File: src/rtl/in_mapper.sv
// AER event to SpiNNaker multicast packet mapper with a small decoupling FIFO.
// Optional IN_MAPPER_TSTAMP_EN adds a 32-bit timestamp payload to every packet.
module in_mapper #(
  parameter int AER_WIDTH  = 32,
  parameter int FIFO_DEPTH = 4
) (
  input  logic                 clk,
  input  logic                 rst,
  input  logic [31:0]          key_prefix,
  input  logic [31:0]          key_mask,
  input  logic [AER_WIDTH-1:0] iaer_data,
  input  logic                 iaer_vld,
  output logic                 iaer_rdy,
  output logic [71:0]          ipkt_data,
  output logic                 ipkt_vld,
  input  logic                 ipkt_rdy,
  output logic [31:0]          evt_count
);

  localparam int PTR_W = (FIFO_DEPTH > 1) ? $clog2(FIFO_DEPTH) : 1;
  localparam int CNT_W = $clog2(FIFO_DEPTH + 1);

  logic [71:0]      mem [FIFO_DEPTH];
  logic [PTR_W-1:0] wr_ptr;
  logic [PTR_W-1:0] rd_ptr;
  logic [CNT_W-1:0] count;
  logic             active;
  logic             full;
  logic             empty;
  logic             wr_en;
  logic             rd_en;

  logic [31:0]      key;
  logic [31:0]      payload;
  logic [6:0]       hdr_hi;
  logic             parity;
  logic [71:0]      new_pkt;

  assign full  = (count == CNT_W'(FIFO_DEPTH));
  assign empty = (count == '0);

  // Input side is held off until one clock after reset release, and never
  // looks at ipkt_rdy, so the two interfaces share no combinational path.
  assign iaer_rdy = active & ~full;
  assign ipkt_vld = ~empty;
  assign wr_en    = iaer_vld & iaer_rdy;
  assign rd_en    = ipkt_vld & ipkt_rdy;

`ifdef IN_MAPPER_TSTAMP_EN
  logic [31:0] tstamp;

  always_ff @(posedge clk or posedge rst) begin
    if (rst) tstamp <= '0;
    else     tstamp <= tstamp + 32'd1;
  end
`endif

  // NOTE: every signal assigned in always_comb gets a default first so no latch is inferred.
  always_comb begin
    key     = (32'(iaer_data) & key_mask) | key_prefix;
    payload = '0;
    hdr_hi  = '0;
`ifdef IN_MAPPER_TSTAMP_EN
    payload   = tstamp;
    hdr_hi[0] = 1'b1;
`endif
    // Odd parity over the whole packet: bit0 makes the 72-bit XOR equal 1.
    parity  = ~^{payload, key, hdr_hi};
    new_pkt = {payload, key, hdr_hi, parity};
  end

  // NOTE: storage is reset here so ipkt_data reads 0 during reset; fine for a few entries.
  always_ff @(posedge clk or posedge rst) begin
    if (rst) begin
      for (int i = 0; i < FIFO_DEPTH; i++) mem[i] <= '0;
    end else if (wr_en) begin
      mem[wr_ptr] <= new_pkt;
    end
  end

  assign ipkt_data = mem[rd_ptr];

  // NOTE: sequential state uses non-blocking assignments so every flop samples pre-edge values.
  always_ff @(posedge clk or posedge rst) begin
    if (rst) begin
      wr_ptr    <= '0;
      rd_ptr    <= '0;
      count     <= '0;
      active    <= 1'b0;
      evt_count <= '0;
    end else begin
      active <= 1'b1;
      if (wr_en)
        wr_ptr <= (wr_ptr == PTR_W'(FIFO_DEPTH - 1)) ? '0 : wr_ptr + 1'b1;
      if (rd_en) begin
        rd_ptr    <= (rd_ptr == PTR_W'(FIFO_DEPTH - 1)) ? '0 : rd_ptr + 1'b1;
        evt_count <= evt_count + 32'd1;
      end
      case ({wr_en, rd_en})
        2'b10:   count <= count + 1'b1;
        2'b01:   count <= count - 1'b1;
        default: count <= count;
      endcase
    end
  end

endmodule

File: config.mk
export PLATFORM = sky130hd
export DESIGN_NAME = in_mapper
export DESIGN_NICKNAME = d
export VERILOG_FILES = /design/src/rtl/in_mapper.sv
export SDC_FILE = /design/constraint.sdc
export NUM_CORES = 1
export LEC_CHECK = 0
export ABC_AREA = 0
export CORE_ASPECT_RATIO = 1.75
export CORE_UTILIZATION = 49
export CTS_CLUSTER_SIZE = 40
export DETAILED_ROUTE_END_ITERATION = 8
export PLACE_DENSITY_LB_ADDON = 0.05
export SLEW_MARGIN = 20
export SYNTH_ARGS = -nofsm -noshare
export SYNTH_HDL_FRONTEND = slang
export SYNTH_SLANG_ARGS = --single-unit
export TNS_END_PERCENT = 10
File: constraint.sdc
create_clock -name clk -period 7.8 [get_ports clk]
set_input_delay 1.56 -clock clk [delete_from_list [all_inputs] [get_ports clk]]
set_output_delay 1.56 -clock clk [all_outputs]
set_load 0.005 [all_outputs]
==> impl_metrics.toml <==
[sta]
min_period_ps = 4210
setup_viol = 0
fmax_ghz = 0.238
whs_ps = 477
drv_slew = 0
hold_viol = 0
maxSlewHeadroom = 0.306
rsz0062_at_grt = "no"
final.setup.tns_ps = 0
post-route-period-util = 0.539
fin_skew_ps = 17.9
worst_slew_pin_slew_ps = 1040

[final_layout]
area_growth_pct = 27.3
design_area_um2 = 10300
final_common_cell = "dfrtp_1"
n_antenna_cell = 0
layout_common_cells = "170 x dfrtp_1, 166 x clkdlybuf4s50_1, 147 x nand2_1"
drive_gt1_frac = 0.135
fill_cells = 1303
fin_cells = 1082
final_nets = 988

[clock_network]
htreeDepth = 4
cts.sinks = 172
cts_setup_buffers = 0
clock_latency_ps = 420
clk_pin_slew_ps = 70
cts_buffers = 17
cts-root-buf = "clkbuf_16"
cts_buffer_depth = 2
cts_resized = 0
holdBufCountCts = 0
cts_tree = "done"

[placed_design]
detailed_place_hpwl_um = 12800
io_buffers = 166
place_inst = 1050
place_congestion = 0.751
placed_area_um2 = 9730

[power_and_ir_drop]
pwr-share-comb = 0.357
ir_drop_v = 0.000258
powerDensity_nw_per_um2 = 354
p_total_mw = 3.65
leakage_nw = 4.52
seqPwrFrac = 0.417
switchingPower_mw = 1.16
swShare = 0.318
p_int_mw = 2.49
clockPowerShare = 0.226

[global_route]
antenna_found_initial = 1
grt_use_total = 0.230
grt-ovfl-total = 0
grt_max_degree = 104
grt_pass1_vias = 5823
grt_pass1_wl_um = 29900

[yosys]
synth_edf_count = 0
synth_top_area_frac = 0.532
synth_top_flop_cell = "dfrtp_1"
ys_seq_area_frac = 0.532
ys_types = 36
syn_inst = 729
syn-mean-instance-area_um2 = 11.1
yosysTopAreaCell = "dfrtp_1"
ys_top_cells_by_area = "dfrtp_1 53%, mux4_2 9.2%, o21ai_0 7.7%"
async_reset_ff_frac = 1.00
synth_warnings = 0
synth_seq_cells = 172
netlist_area_um2 = 8100

[critical_path]
endpoint_kind = "output pin"
critPathMaxFanout = 19
path_class = "flop to output pin"
arrival_ps = 2650
cp-start-kind = "flop"
critPathRequiredTime_ps = 6240

[drt]
top_layer_used = "met4"
wl_per_cell_um = 16.8
met1Wirelength_um = 6970
drt_iter0_drc = 259
wl_met3_um = 806
drt.antenna.violating_nets = 0
drt_wl_total_um = 18200
wl_met2_um = 10200
avgViaCountPerCell = 5.25
route.detailed.drc = 0
dr.pass1.iters = 4
vias = 5680

[floorplanning]
rows = 61
start_util = 0.505
io_pins = 206
die_w_um = 99.2
dieArea_um2 = 17100
dieHeight_um = 172
core_um2 = 16000

[hold_path]
hp-class = "flop to flop"

[job]
maxCapViolations = 0

[outcome]
status = "finished clean"
[kinds of logic after synthesis]
kind of cell / count (synthesis) / synth area share
compound gates: 165 / 0.119
xor+xnor: 65 / 0.0703
fa+ha+maj: 8 / 0.0133
buf+inv: 88 / 0.0626
flops: 172 / 0.532
mux: 38 / 0.0986
other cells: 2 / 0.000928
simple gates: 191 / 0.103
[through the flow]
stage / setup slack (ps) / util
floorplan: 1580 / -
global placement: 4000 / 0.607
detailed placement: 3990 / 0.607
CTS: 3530 / 0.643
global route: 3450 / 0.643
finish: 3590 / 0.643
[sequential cells by signal (all words and copies together) (netlist names)]
| signal | count |
|---|---|
| mem | 132 |
| wr_ptr | 2 |
| rd_ptr | 2 |
| active | 1 |
| evt_count | 32 |
| count | 3 |
[routing by layer]
layer | global-route usage | up-vias
met5 | 0 | -
met2 | 0.425 | 172
li1 | - | 2702
met1 | 0.262 | 2789
met3 | 0.0481 | 17
met4 | 0.0780 | 0
[synthesized netlist by cell type, drive strengths merged, types with 2 or more instances]
master and instances:
and2 2, o21ai 130, nor2 7, or3 2, inv 10, buf 57, nand2 151, and3 9
dfrtp 172, xnor2 52, ha 7, clkbuf 21, mux2 4, mux4 33, conb 2, nand3 10
xor2 13, nand4 6, a21oi 32, and4 2
[worst paths after layout]
| check | depth (start not counted) | to | slack, ps | from |
|---|---|---|---|---|
| max | 3 | ipkt_data[22] | 3590 | rd_ptr[0]$_DFFE_PP0P_ |
| min | 2 | mem[24]$_DFFE_PP0P_ | 480 | mem[24]$_DFFE_PP0P_ |
| max reg2reg | 10 | count[2]$_DFFE_PP0P_ | 5590 | count[0]$_DFFE_PP0P_ |
| min reg2reg | 2 | mem[24]$_DFFE_PP0P_ | 480 | mem[24]$_DFFE_PP0P_ |
| max in group asynchronous | 3 | rd_ptr[0]$_DFFE_PP0P_ | 4630 | rst |
| min in group asynchronous | 2 | evt_count[13]$_DFFE_PP0P_ | 1680 | rst |
[worst max-delay path: stages (launching register included)]
cell and delay [ps]:
dfrtp_2 720, buf_4 430, mux4_2 570, clkdlybuf4s50_1 470
[power by group through the flow]
stage               Clock [mW]  Combinational, mW  Sequential [mW]
global placement             0               1.28             1.52
finish                   0.823               1.30             1.52
global route             0.878               1.44             1.57
floorplan                    0              0.822             1.40
detailed placement           0               1.32             1.54
CTS                      0.839               1.33             1.53
[final cells by class]
class | instances | area [um2] | area share
clock buffers | 19 | 443 | 0.0430
clock inverters | 13 | 134 | 0.0130
inverters | 10 | 42.5 | 0.00413
multi-input cells | 507 | 3440 | 0.333
flip-flops and latches | 172 | 4310 | 0.418
well taps | 189 | 236 | 0.0229
repair buffers | 172 | 1710 | 0.166
(Power assumes the default switching activity.)
==> edit 1 (config.mk and constraints unchanged) <==
Set the parameter `AER_WIDTH` to 16 (it was 32).
--- a/src/rtl/in_mapper.sv
+++ b/src/rtl/in_mapper.sv
@@ -2,5 +2,5 @@
 // Optional IN_MAPPER_TSTAMP_EN adds a 32-bit timestamp payload to every packet.
 module in_mapper #(
-  parameter int AER_WIDTH  = 32,
+  parameter int AER_WIDTH  = 16,
   parameter int FIFO_DEPTH = 4
 ) (
Interface: changed (resized iaer_data); port bits go from 206 to 190. The function was not compared with the original's and may differ.
==> edit 1 against the original RTL <==
  * Final area decreased by 3.4%
  * Critical endpoint is now ipkt_data[0]
  * Largest cell class unchanged
  * Final cell count decreased by 10%
  * Worst setup slack improved by 0.051 ns
  * Largest power group unchanged
  * Via count decreased by 9.6%
  * Clock skew decreased by 0.0083 ns
  * First-iteration DRC count decreased by 39%
  * Sequential cell count unchanged
  * Power increased by 0.55%
  * Hold slack got worse by 0.0030 ns
  * Clock power decreased by 3.2%
  * Synthesized area decreased by 0.60%
  * Wire length decreased by 8.4%
  * Critical path type unchanged
  * Combinational power increased by 5%
==> edit 1: results (changes against the original RTL) <==
| Metric | Value |
|---|---|
| Peak supply drop | `0.2248 mV (was 0.2579 mV)` |
| WHS Path Cells | `1 (was 2)` |
| Actual slew at the worst max-slew pin | `1.035 ns (was 1.041 ns)` |
| Largest stage delay on the critical path | `1.06 ns (was 0.72 ns)` |
| Data arrival time of the critical path | `2.60 ns (was 2.65 ns)` |
| Routed length per instance | `17.18 um (was 16.81 um)` |
| Total of hold buffers inserted after clock tree synthesis | `0 (unchanged)` |
| Main flop type after synthesis | `dfrtp_1 (unchanged)` |
| Kind of cell with the highest combined delay on the critical path | `flip-flops (was buffers and inverters)` |
| Met3 capacity usage during global routing | `0.04470 (was 0.04810)` |
| GRT Total Usage | `0.2100 (was 0.2298)` |
| Largest cells by area after synthesis | `dfrtp_1 53%, mux2_2 9.5%, mux4_2 9.2% (was dfrtp_1 53%, mux4_2 9.2%, o21ai_0 7.7%)` |
| Number of global-route vias before repair | `5604 (was 5823)` |
| Post-synthesis sequential area ratio | `0.5349 (was 0.5317)` |
| GP Congestion | `0.7528 (was 0.7512)` |
| Net load switching power | `1.109 mW (was 1.160 mW)` |
| Status | `complete, no violations (unchanged)` |
| Post-route clock skew | `0.009569 ns (was 0.01790 ns)` |
| Detailed-route via count | `5132 (was 5680)` |
| Setup slack on the worst flop-to-flop path | `5.40 ns (was 5.59 ns)` |
| Max Cap Violations | `0 (unchanged)` |
| Fraction of final layout cells sized beyond drive strength 1 | `0.1908 (was 0.1355)` |
| Sum of net half-perimeters after detailed placement | `10.76 mm (was 12.79 mm)` |
| Pin count of the biggest net entering global routing | `107 (was 104)` |
| IO buf count | `134 (was 166)` |
| Met2 wire length | `9.055 mm (was 10.16 mm)` |
| Met2 Resource Use GR | `0.3867 (was 0.4254)` |
| Met1 demand-to-capacity share in global routing | `0.2320 (was 0.2623)` |
| Leakage power | `4.387 nW (was 4.519 nW)` |
| Leading cell types by count after synthesis | `172 x dfrtp_1, 87 x nand2_1, 68 x mux2_2 (was 172 x dfrtp_1, 151 x nand2_1, 125 x o21ai_0)` |
| Cell variety after synth | `41 (was 36)` |
| Met1 layer wirelength in the final routing | `6.589 mm (was 6.966 mm)` |
| Global-route wire length before repair | `27.21 mm (was 29.92 mm)` |
| R2R Path Start | `count[1] (was count[0])` |
| Initial detailed-routing violation count | `157 (was 259)` |
| Hold-critical path endpoint | `evt_count[31] (was mem[24])` |
| Pre-CTS setup slack | `3.778 ns (was 3.986 ns)` |
| Number of antenna violations at the first check in global routing | `0 (was 1)` |
| Net total in the final layout | `860 (was 988)` |
| Routed wire length on met3 | `665 um (was 806 um)` |
edit 1: changes by cell type after synthesis, moves of 3 or more:
cell,unedited run,this run
a21oi_1,0,14
o21ai_0,125,60
nand2_1,151,87
buf_1,4,1
nor2_1,5,9
xnor2_1,52,49
mux2_2,0,68
clkbuf_1,21,14
and3_4,5,0
a21oi_2,32,1
mux2_1,4,0
edit 1: power by group through the flow:
stage / clock network [mW] / registers [mW] / logic, mW
floorplan: 0 / 1.41 / 0.881
global placement: 0 / 1.49 / 1.35
detailed placement: 0 / 1.52 / 1.38
CTS: 0.818 / 1.51 / 1.39
global route: 0.850 / 1.55 / 1.50
finish: 0.797 / 1.50 / 1.36
edit 1: cell families (layout without fill, tap and decap cells):
group / after synthesis / count (layout) / synth area share
other: 2 / 40 / 0.0009333
buffers and inverters: 80 / 179 / 0.05862
muxes: 102 / 102 / 0.1888
xor gates and xnor gates: 64 / 64 / 0.07324
AOI/OAI and AO/OA: 85 / 85 / 0.05723
and+or+nand+nor: 131 / 131 / 0.07293
DFF: 172 / 172 / 0.5349
adders and majority gates: 8 / 8 / 0.01337
edit 1: worst reg2reg max path: stages (launching register included):
cell and delay [ns]:
dfrtp_1 0.41, inv_1 0.10, a31oi_1 0.29, and2_1 0.49, inv_1 0.14, ha_1 0.26, inv_1 0.07, fa_1 0.17
xor2_1 0.14, nor2_1 0.07, xor2_1 0.14
edit 1: how the worst max path moves through the flow:
| stage | startpoint | to | slack, ns | cells past startpoint |
|---|---|---|---|---|
| finish | rd_ptr[1] | ipkt_data[0] | 3.64 | 2 |
| global route | rd_ptr[0] | ipkt_data[28] | 3.51 | 3 |
| CTS | rd_ptr[0] | ipkt_data[28] | 3.59 | 3 |
| detailed placement | iaer_data[7] | mem[144] | 3.78 | 7 |
| global placement | iaer_data[7] | mem[0] | 3.80 | 7 |
| floorplan | rst | active | 1.58 | 1 |
edit 1: through the flow:
step	total power [mW]	utilization	hold WS, ns	std cells	cell area [um2]
2_1_floorplan	2.291	-	0.4446	682	8189
3_3_place_gp	2.835	0.5873	0.4568	938	9369
3_5_place_dp	2.906	0.5873	0.4654	938	9369
4_1_cts	3.715	0.6226	0.4824	970	9931
5_1_grt	3.903	0.6238	0.4961	970	9951
6_report	3.665	0.6238	0.4737	970	9951
edit 1: area by class of cell:
type | instances | area, um2
Clock buffer | 20 | 456.7
Clock inverter | 12 | 105.1
Fill cell | 1304 | 6001
Inverter | 11 | 46.29
Multi-Input combinational cell | 430 | 3443
Sequential cell | 172 | 4307
Tap cell | 189 | 236.5
Timing Repair Buffer | 136 | 1356
==> edit 2 (config.mk and constraints unchanged) <==
Made on the original files. Register the output `evt_count` once more, with the module's reset; this adds one clock of latency there. The other outputs are not delayed to match.
--- a/src/rtl/in_mapper.sv
+++ b/src/rtl/in_mapper.sv
@@ -20,4 +20,6 @@
   localparam int PTR_W = (FIFO_DEPTH > 1) ? $clog2(FIFO_DEPTH) : 1;
   localparam int CNT_W = $clog2(FIFO_DEPTH + 1);
+
+  logic [31:0] evt_count_s0;
 
   logic [71:0]      mem [FIFO_DEPTH];
@@ -88,5 +90,5 @@
       count     <= '0;
       active    <= 1'b0;
-      evt_count <= '0;
+      evt_count_s0 <= '0;
     end else begin
       active <= 1'b1;
@@ -95,5 +97,5 @@
       if (rd_en) begin
         rd_ptr    <= (rd_ptr == PTR_W'(FIFO_DEPTH - 1)) ? '0 : rd_ptr + 1'b1;
-        evt_count <= evt_count + 32'd1;
+        evt_count_s0 <= evt_count_s0 + 32'd1;
       end
       case ({wr_en, rd_en})
@@ -105,4 +107,12 @@
   end
 
+  always_ff @(posedge clk or posedge rst) begin
+    if (rst) begin
+      evt_count <= '0;
+    end else begin
+      evt_count <= evt_count_s0;
+    end
+  end
+
 endmodule
 
Function: changed (a bounded check fails within 4 cycles, from zero or initial values and one cycle with rst high).
==> edit 2 against the original RTL <==
  * Critical endpoint is now ipkt_data[21]
  * Sequential cell count increased by 32
  * First-iteration DRC count is 10% lower
  * Final area increased by 8.5%
  * Critical path depth did not move
  * Worst setup slack improved by 0.15 ns
  * Wire length up 7.0%
  * Highest routed layer unchanged
  * Synthesized area grew 10%
  * Power rose by 5.9%
  * Sequential power increased by 11%
==> edit 2: results (changes against the original RTL) <==
| Metric | Value |
|---|---|
| Peak supply drop | `0.1860 mV (was 0.2579 mV)` |
| Setup slack on the worst flop-to-flop path | `5.50 ns (was 5.59 ns)` |
| Pre-CTS setup slack | `3.973 ns (was 3.986 ns)` |
| Placed insts | `1138 (was 1050)` |
| Maximum buffer depth of the clock tree | `3 (was 2)` |
| Cell area after placement | `10630 um2 (was 9729 um2)` |
| Number of H-tree levels | `1 (was 4)` |
| Data arrival time of the critical path | `2.50 ns (was 2.65 ns)` |
| Total CTS buffers | `18 (was 17)` |
| Number of global-route vias before repair | `6405 (was 5823)` |
| Post-detailed-routing wire length | `19.46 mm (was 18.19 mm)` |
| Tightest slew margin relative to the limit | `0.3595 (was 0.3060)` |
| Ratio of routed vias to standard cells | `5.134 (was 5.250)` |
| Post-synthesis sequential area ratio | `0.5716 (was 0.5317)` |
| Post-route clock skew | `0.01919 ns (was 0.01790 ns)` |
| Highest net fanout along the worst path | `36 (was 19)` |
| Net total in the final layout | `1032 (was 988)` |
| GP Congestion | `0.7492 (was 0.7512)` |
| Sum of net half-perimeters after detailed placement | `12.75 mm (was 12.79 mm)` |
| Largest stage delay on the critical path | `0.62 ns (was 0.72 ns)` |
| Routed length per instance | `16.65 um (was 16.81 um)` |
| Global-route wire length before repair | `32.17 mm (was 29.92 mm)` |
| Status | `complete, no violations (unchanged)` |
| Net load switching power | `1.191 mW (was 1.160 mW)` |
| Average footprint of a synthesized cell | `11.57 um2 (was 11.10 um2)` |
| Initial detailed-routing violation count | `233 (was 259)` |
| Standard cell with the maximum stage delay on the critical path | `mux4_2 (was dfrtp_2)` |
| Worst-skew pair later-pin latency | `0.49 ns (was 0.42 ns)` |
| Post-route core utilization | `0.6221 (was 0.6430)` |
-- edit 2: final timing paths --
path | start | end | depth (start not counted)
max | rd_ptr[0] | ipkt_data[21] | 3
min | evt_count_s0[31] | evt_count[31] | 0
max reg2reg | count[0] | count[2] | 10
min reg2reg | evt_count_s0[31] | evt_count[31] | 0
max in group asynchronous | rst | evt_count_s0[28] | 3
min in group asynchronous | rst | evt_count_s0[4] | 2
-- edit 2: power groups by stage --
stage                     clock network (mW)  registers (mW)  logic (mW)
after floorplan                            0            1.59       0.829
after global placement                     0            1.68        1.31
after detailed placement                   0            1.71        1.36
after CTS                              0.860            1.69        1.37
after global routing                   0.899            1.74        1.48
final                                  0.838            1.69        1.34
-- edit 2: logic make-up after synthesis --
kind of cell    Yosys count  synth area share
buf+inv                  90           0.05646
compound gates          165            0.1115
fa+ha+maj                 8           0.01205
simple gates            200           0.09274
mux                      38           0.08938
flops                   204            0.5716
xor+xnor                 65           0.06542
other cells               2         0.0008409
-- edit 2: area by class of cell --
cell class                      instances  share of cell area
Clock buffer                           25             0.04543
Clock inverter                          6            0.003133
Inverter                               13            0.005036
Multi-Input combinational cell        516              0.3112
Sequential cell                       204              0.4570
Tap cell                              234             0.02619
Timing Repair Buffer                  171              0.1520
-- edit 2: routing by layer --
metal | GRT usage | vias up | wire length, um | share of wire
met5 | 0 | - | 0 | 0
met4 | 0.07429 | 0 | 507 | 0.026
met3 | 0.03038 | 34 | 903 | 0.046
met2 | 0.3984 | 163 | 10540 | 0.54
met1 | 0.2504 | 2982 | 7505 | 0.39
li1 | - | 2823 | - | -
